==> config.mk <==
export PLATFORM = sky130hd
export DESIGN_NAME = seg7_scan_display_flat
export DESIGN_NICKNAME = d
export VERILOG_FILES = /design/src/rtl/seg7_scan_display_if.sv /design/src/rtl/seg7_scan_display.sv /design/src/flat_wrapper.sv
export SDC_FILE = /design/constraint.sdc
export NUM_CORES = 1
export LEC_CHECK = 0
export BUFFER_PORTS_ARGS = -buffer_cell sky130_fd_sc_hd__buf_2
export CAP_MARGIN = 20
export CORE_MARGIN = 2
export CORE_UTILIZATION = 40
export DETAILED_ROUTE_END_ITERATION = 6
export GPL_ROUTABILITY_DRIVEN = 1
export GPL_TIMING_DRIVEN = 0
export SYNTH_ARGS = -nofsm -noshare
export SYNTH_HDL_FRONTEND = slang
export SYNTH_SLANG_ARGS = --single-unit
==> constraint.sdc <==
create_clock -name clk_in -period 1.95 [get_ports clk_in]
set_clock_uncertainty 0.05 [all_clocks]
set_input_delay 0.2925 -clock clk_in [delete_from_list [all_inputs] [get_ports clk_in]]
set_output_delay 0.2925 -clock clk_in [all_outputs]
set_load 0.01 [all_outputs]
==> src/rtl/seg7_scan_display_if.sv <==
`default_nettype none
// ============================================================================
// Module   : seg7_scan_display_if
// Purpose  : Bundle of the CPU-side write strobe and the display drive lines
//            for the eight-digit scanned 7-segment driver.
// Revision : 1.0  initial release
// ============================================================================
interface seg7_scan_display_if;
  logic        cs;
  logic        i_valid;
  logic [31:0] i_data;
  logic [7:0]  o_seg;
  logic [7:0]  o_sel;
  logic        o_frame;

  // Board/CPU side drives the word and enable, observes the display lines.
  modport master (
    output cs, i_valid, i_data,
    input  o_seg, o_sel, o_frame
  );

  // Display driver side.
  modport slave (
    input  cs, i_valid, i_data,
    output o_seg, o_sel, o_frame
  );
endinterface
`default_nettype wire

==> src/rtl/seg7_scan_display.sv <==
`default_nettype none
// ============================================================================
// Module   : seg7_scan_display
// Purpose  : Time-multiplexed driver for an eight-digit common-anode 7-segment
//            display showing a 32-bit word as hex. Writes land in a shadow
//            register and are promoted to the displayed word only at the
//            digit-7 -> digit-0 wrap, so a scan never shows a torn word.
// Options  : SEG_LZ_BLANK_EN - when defined, leading zero digits (1..7) are
//            blanked; digit 0 always shows.
// Revision : 1.0  initial release
// ============================================================================
module seg7_scan_display #(
  parameter int SCAN_CNT = 100000
) (
  input  wire logic          clk_in,
  input  wire logic          reset,
  seg7_scan_display_if.slave bus
);

  localparam int CNT_W = (SCAN_CNT > 1) ? $clog2(SCAN_CNT) : 1;
  localparam logic [CNT_W-1:0] CNT_LAST = CNT_W'(SCAN_CNT - 1);

  logic [CNT_W-1:0] cnt;
  logic [2:0]       idx;
  logic [31:0]      disp;
  logic [31:0]      pend;
  logic             pend_flag;

  logic             tick;
  logic             boundary;
  logic [3:0]       nibble;
  logic [7:0]       seg_hex;
  logic [7:0]       seg_next;
`ifdef SEG_LZ_BLANK_EN
  logic             digit_blank;
`endif

  // Active-low segment pattern {dp,g,f,e,d,c,b,a}; dp is never lit.
  function automatic logic [7:0] hex_to_seg(input logic [3:0] v);
    logic [7:0] s;
    case (v)
      4'h0:    s = 8'hC0;
      4'h1:    s = 8'hF9;
      4'h2:    s = 8'hA4;
      4'h3:    s = 8'hB0;
      4'h4:    s = 8'h99;
      4'h5:    s = 8'h92;
      4'h6:    s = 8'h82;
      4'h7:    s = 8'hF8;
      4'h8:    s = 8'h80;
      4'h9:    s = 8'h90;
      4'hA:    s = 8'h88;
      4'hB:    s = 8'h83;
      4'hC:    s = 8'hC6;
      4'hD:    s = 8'hA1;
      4'hE:    s = 8'h86;
      default: s = 8'h8E;
    endcase
    return s;
  endfunction

  // Scan timing decode and segment data for the digit currently indexed.
  always_comb begin
    tick     = (cnt == CNT_LAST);
    boundary = tick && (idx == 3'd7);
    nibble   = disp[{idx, 2'b00} +: 4];
    seg_hex  = hex_to_seg(nibble);
`ifdef SEG_LZ_BLANK_EN
    // A digit above 0 is blank when it and everything to its left is zero.
    digit_blank = (idx != 3'd0) && ((disp >> {idx, 2'b00}) == 32'd0);
    seg_next    = digit_blank ? 8'hFF : seg_hex;
`else
    seg_next    = seg_hex;
`endif
  end

  // Prescaler and digit index; the index advances once per digit period.
  always_ff @(posedge clk_in) begin
    if (reset) begin
      cnt <= '0;
      idx <= 3'd0;
    end else begin
      cnt <= tick ? '0 : cnt + CNT_W'(1);
      if (tick) begin
        idx <= idx + 3'd1;
      end
    end
  end

  // Shadow/display words: a write at the wrap bypasses the shadow register.
  always_ff @(posedge clk_in) begin
    if (reset) begin
      disp      <= 32'd0;
      pend      <= 32'd0;
      pend_flag <= 1'b0;
    end else if (boundary) begin
      if (bus.i_valid) begin
        disp <= bus.i_data;
      end else if (pend_flag) begin
        disp <= pend;
      end
      pend_flag <= 1'b0;
    end else if (bus.i_valid) begin
      pend      <= bus.i_data;
      pend_flag <= 1'b1;
    end
  end

  // Registered display drive, one cycle behind the index/word it shows.
  always_ff @(posedge clk_in) begin
    if (reset) begin
      bus.o_seg   <= 8'hFF;
      bus.o_sel   <= 8'hFF;
      bus.o_frame <= 1'b0;
    end else begin
      bus.o_frame <= boundary;
      if (bus.cs) begin
        bus.o_sel <= ~(8'b1 << idx);
        bus.o_seg <= seg_next;
      end else begin
        bus.o_sel <= 8'hFF;
        bus.o_seg <= 8'hFF;
      end
    end
  end

endmodule
`default_nettype wire

==> src/flat_wrapper.sv <==
// flat-port wrapper written by rule: the top's interface ports become plain ports
module seg7_scan_display_flat 
#(
  parameter int SCAN_CNT = 100000
)
  (clk_in, reset, bus_cs, bus_i_valid, bus_i_data, bus_o_seg, bus_o_sel, bus_o_frame);
  seg7_scan_display_if bus_i ();
  input  wire logic clk_in;
  input  wire logic reset;
  input wire logic [$bits(bus_i.cs)-1:0] bus_cs;
  input wire logic [$bits(bus_i.i_valid)-1:0] bus_i_valid;
  input wire logic [$bits(bus_i.i_data)-1:0] bus_i_data;
  output wire logic [$bits(bus_i.o_seg)-1:0] bus_o_seg;
  output wire logic [$bits(bus_i.o_sel)-1:0] bus_o_sel;
  output wire logic [$bits(bus_i.o_frame)-1:0] bus_o_frame;
  assign bus_i.cs = bus_cs;
  assign bus_i.i_valid = bus_i_valid;
  assign bus_i.i_data = bus_i_data;
  assign bus_o_seg = bus_i.o_seg;
  assign bus_o_sel = bus_i.o_sel;
  assign bus_o_frame = bus_i.o_frame;
  seg7_scan_display #(.SCAN_CNT(SCAN_CNT)) u_core (.clk_in(clk_in), .reset(reset), .bus(bus_i));
endmodule
Word-level counts from Yosys, hierarchy flattened

Memories as Yosys holds them, arrays and structs flattened. A register that Yosys moved wholly into a read port is not among the register bits.
Cells that the tools add are included.

Register bits: 102
ROM bits: 112
Input bits: 36
Output and inout bits: 17
Word-level logic and storage cells: 27
Memories kept: 1

Memory list:

| name             | depth | bits a word | read ports | clocked after Yosys merged registers in | write ports | line                    | source |
|---|---|---|---|---|---|---|---|
| (name not given) | 16    | 7           | 1          | 1                                       | 0           | seg7_scan_display.sv:41 | `case (v)` |

Add/subtract/negate cells: 2
Equality and inequality tests: 2
Shifts and indexed selects: 2
Mux-type cells: 2
Bitwise gates (word level): 3
Reduce and logical (&&, ||, !) cells: 7

Operators with widths:

| cell                                             | count |
|---|---|
| two-way mux 32 bit                               | 2 |
| indexed part select 32 x 6 -> 4 bit              | 1 |
| adder 17 x 1 -> 17 bit (second input constant)   | 1 |
| == test 17 bit (second input constant)           | 1 |
| NOT 8 bit                                        | 1 |
| left shift 1 x 3 -> 8 bit (first input constant) | 1 |
| OR reduction 2 bit                               | 3 |
| AND reduction 2 bit                              | 2 |
| adder 3 x 1 -> 3 bit (second input constant)     | 1 |
| == test 3 bit (second input constant)            | 1 |
| NOT 1 bit                                        | 2 |
| nonzero test 2 bit                               | 1 |
| logical AND 1 bit                                | 1 |

Longest topological paths before layout

Depth after elaboration: 4
Depth in mapped cells: 9
Mapped depth without buffers: 8

Least setup slack after synthesis

Ideal clock, no wire load.

Path kind: reg2reg
Start: register u_core.idx[0]
End: register u_core.bus.o_seg[1]
Library setup time: 0.138 ns
Data arrival time: 1.953 ns
Slack: -0.191 ns
Cell stages (with the launch flop): 8
Path buffers: 1
Cell sequence: dfxtp_1 buf_6 mux4_2 mux2_2 inv_1 ha_1 a21oi_1 o221ai_1

Word-level cells in the longest chain between the ends: 1

Ends and longest elaborated chain:

| what                                | line                       | source |
|---|---|---|
| start, declared                     | seg7_scan_display.sv:24    | `logic [2:0] idx;` |
| start signal, assigned              | seg7_scan_display.sv:85    | `idx <= idx + 3'd1;` |
| indexed part select 32 x 6 -> 4 bit | seg7_scan_display.sv:66    | `nibble = disp[{idx, 2'b00} +: 4];` |
| end, declared                       | seg7_scan_display_if.sv:25 | `output o_seg, o_sel, o_frame` |

No other way between the ends.
A chain may end at the register's enable or synchronous reset.

Worst setup path in the final report

Start: register u_core.idx[0]
End: register u_core.bus.o_seg[5]

The elaborated chain is that of the path after synthesis.

==> impl_metrics.yaml <==
pwr:
  p_seq_share_pct: 49.5
  p_clk_share_pct: 43.1
  p_switching_w: 0.00101
  vdd_drop_max_mv: 0.425
  switching_share_pct: 23.3
  combPwrFrac_pct: 7.4
  cellPowerDensity_nw_per_um2: 738
  intPower_w: 0.00331
  leakage_nw: 2.22
critical_path:
  crit_type: "register to register"
  crit_fanout: 7
  endpoint_kind: "register"
  crit_arrival_ps: 2230
  cp_data_required_time_ps: 2090
  start_kind: "register"
  r2r_cells: 6
logic_synthesis:
  ys_ff_latch: 101
  syn_nets: 524
  async_flop_share_pct: 0
  yosysWarnings: 0
  yosysTopAreaCell: "dfxtp_1"
  synth_edf_count: 0
  netlist_top_cells_count: "dfxtp_1 (101), nand2_1 (83), nor2_1 (59), mux2i_1 (39), mux2_2 (35)"
  netlist_instances: 476
  ys.flop_type: "dfxtp_1"
  yosysMostFrequentCell: "dfxtp_1"
  ys_types: 46
  ys_seq_area_share_pct: 44.5
  syn-cell-area_um2: 4550
  synth.area.top_cells: "dfxtp_1 (44%), mux2_2 (8.7%), mux2i_1 (8.6%)"
  avgSynthCellArea_um2: 9.55
  synth_top_area_share_pct: 44.5
route:
  drc: 0
  via_per_inst: 5.09
  postRouteAntennaNets: 0
  met3_length_um: 388
  wl_per_cell_um: 15.2
  vias: 3575
  dr.pass1.iters: 4
  drt-met1-wl_um: 5240
  routed_wl_um: 10700
  wl_met2_um: 4800
  top_layer: "met4"
  drtIter0Drc: 94
timing:
  whs_ps: 143
  slew_headroom_pct: 58.9
  slew_viol_final: 0
  worst_slew_pin_slew_ps: 616
  final.min_clock_period_ps: 2090
  fmax_ghz: 0.478
  rsz0062_at_grt: "true"
  setup_viol: 22
  finalHoldViolations: 0
  worst_slack_ps: -142
  timing.final.crit_share_pct: 107
hold_path:
  hp-class: "input port to register"
  min_path_cells: 3
place:
  hpwl_um: 7220
  numPortBuffers: 49
  placed_cells: 665
  gp_congestion: 0.847
floorplan:
  pin_count: 53
  start_util_pct: 41.4
  die_y_um: 111
  core_um2: 11000
  die_w_um: 111
  num_rows: 38
  die-area_um2: 12200
clock_tree:
  htreeDepth: 3
  path_clk_slew_ps: 70
  cts_tree: "built"
  numCtsBuffers: 9
  cts_max_path_buffers: 2
  cts_hold_buffers: 0
  clk-insertion-delay-late_ps: 340
  cts-root-buf: "clkbuf_16"
  cts_sinks: 101
layout:
  syn2layout_area_growth_pct: 28.5
  drive_gt1_share_pct: 33.8
  nNetsFinal: 605
  final_cells: 702
  antenna_cells: 0
grt:
  grt_pass1_vias: 3415
  grt_max_degree: 18
  grt_use_total_pct: 16.8
  antenna_found_initial: 0
  grt.overflow.total: 0
  grt_pass1_wl_um: 16800
outcome:
  violations: "setup timing"
  status: "finished, violations left"
flow_run:
  maxCapViolations: 0
[cell families after synthesis]
kind of cell               after synthesis  synth area share, %
AOI/OAI and AO/OA                       53                 7.24
adders and majority gates               12                 3.30
buffers and inverters                   37                 4.07
xor gates and xnor gates                16                 3.08
other                                    1               0.0825
DFF                                    101                 44.5
muxes                                   80                 20.3
and+or+nand+nor                        176                 17.5
[power groups by stage]
stage / Clock (W) / Combinational, W / Sequential [W]
finish: 0.00186 / 0.000321 / 0.00213
global route: 0.00198 / 0.000352 / 0.00214
CTS: 0.00189 / 0.000295 / 0.00213
detailed placement: 0 / 0.000275 / 0.00218
global placement: 0 / 0.000272 / 0.00218
floorplan: 0 / 0.000174 / 0.00218
[sequential cells by signal, summed over array words and instances (netlist names)]
register and count:
u_core.disp 32, u_core.pend 32, u_core.cnt 17, u_core.bus.o_sel 8, u_core.bus.o_seg 7, u_core.idx 3
u_core.bus.o_frame 1, u_core.pend_flag 1
[critical path, stage by stage, from the launching register on]
cell and delay (ps):
dfxtp_4 370, buf_12 130, mux4_2 520, mux2_4 320, ha_2 220, mux2i_1 160
o221ai_1 160
[metrics by stage]
stage | TNS, ps | total power (W) | setup WS, ps | utilization (%) | instance area (um2)
after floorplan | -33.3 | 0.00235 | -20.0 | - | 4590
after global placement | -14380 | 0.00245 | -413 | 45.6 | 5010
after detailed placement | -17800 | 0.00246 | -424 | 45.6 | 5010
after CTS | -1550 | 0.00432 | -123 | 51.0 | 5600
after global routing | -3960 | 0.00447 | -204 | 53.2 | 5840
final | -958 | 0.00431 | -142 | 53.2 | 5840
[cell type report]
| class | count | area [um2] |
|---|---|---|
| Inverter | 8 | 37.5 |
| Clock inverter | 6 | 68.8 |
| Sequential cell | 101 | 2030 |
| Buffer | 28 | 241 |
| Clock buffer | 10 | 239 |
| Fill cell | 985 | 5140 |
| Timing Repair Buffer | 71 | 529 |
| Multi-Input combinational cell | 338 | 2520 |
| Tap cell | 140 | 175 |
[what timing repair did]
item / 4_1_cts / 5_1_grt
pin swaps: 10 / 30
buffers inserted: 11 / 6
setup endpoints to repair: 85 / 76
resized for setup: 39 / 44
cloned: 3 / 2
[path summary, 6_finish.rpt]
check / slack [ps] / end / start
worst max-delay path: -140 / u_core.bus.o_seg[5]$_SDFF_PP1_ / u_core.idx[0]$_SDFFE_PP0P_
worst min-delay path: 140 / u_core.pend[2]$_SDFFE_PP0P_ / bus_i_data[2]
worst max register to register: -140 / u_core.bus.o_seg[5]$_SDFF_PP1_ / u_core.idx[0]$_SDFFE_PP0P_
worst min register to register: 400 / u_core.cnt[0]$_SDFF_PP0_ / u_core.cnt[0]$_SDFF_PP0_
[per-layer routing]
metal / up-vias / global-route usage [%]
met3: 19 / 2.69
met2: 78 / 26.4
met1: 1691 / 23.1
met5: - / 0
met4: 0 / 6.58
li1: 1787 / -
[placed cells by master (no fill, tap or decap), drive strengths merged, types with 3 or more instances in the layout]
master,netlist,routed
a21oi,34,34
and3,5,5
and4,3,3
buf,10,79
clkbuf,19,30
dfxtp,101,101
ha,12,12
inv,8,11
mux2,35,35
mux2i,39,39
mux4,6,6
nand2,83,83
nand3,9,9
nand4,3,3
nor2,59,59
nor2b,3,3
o21ai,3,3
o221ai,5,5
xnor2,5,5
xor2,11,11
No activity file was read; power rests on OpenSTA's default activity.
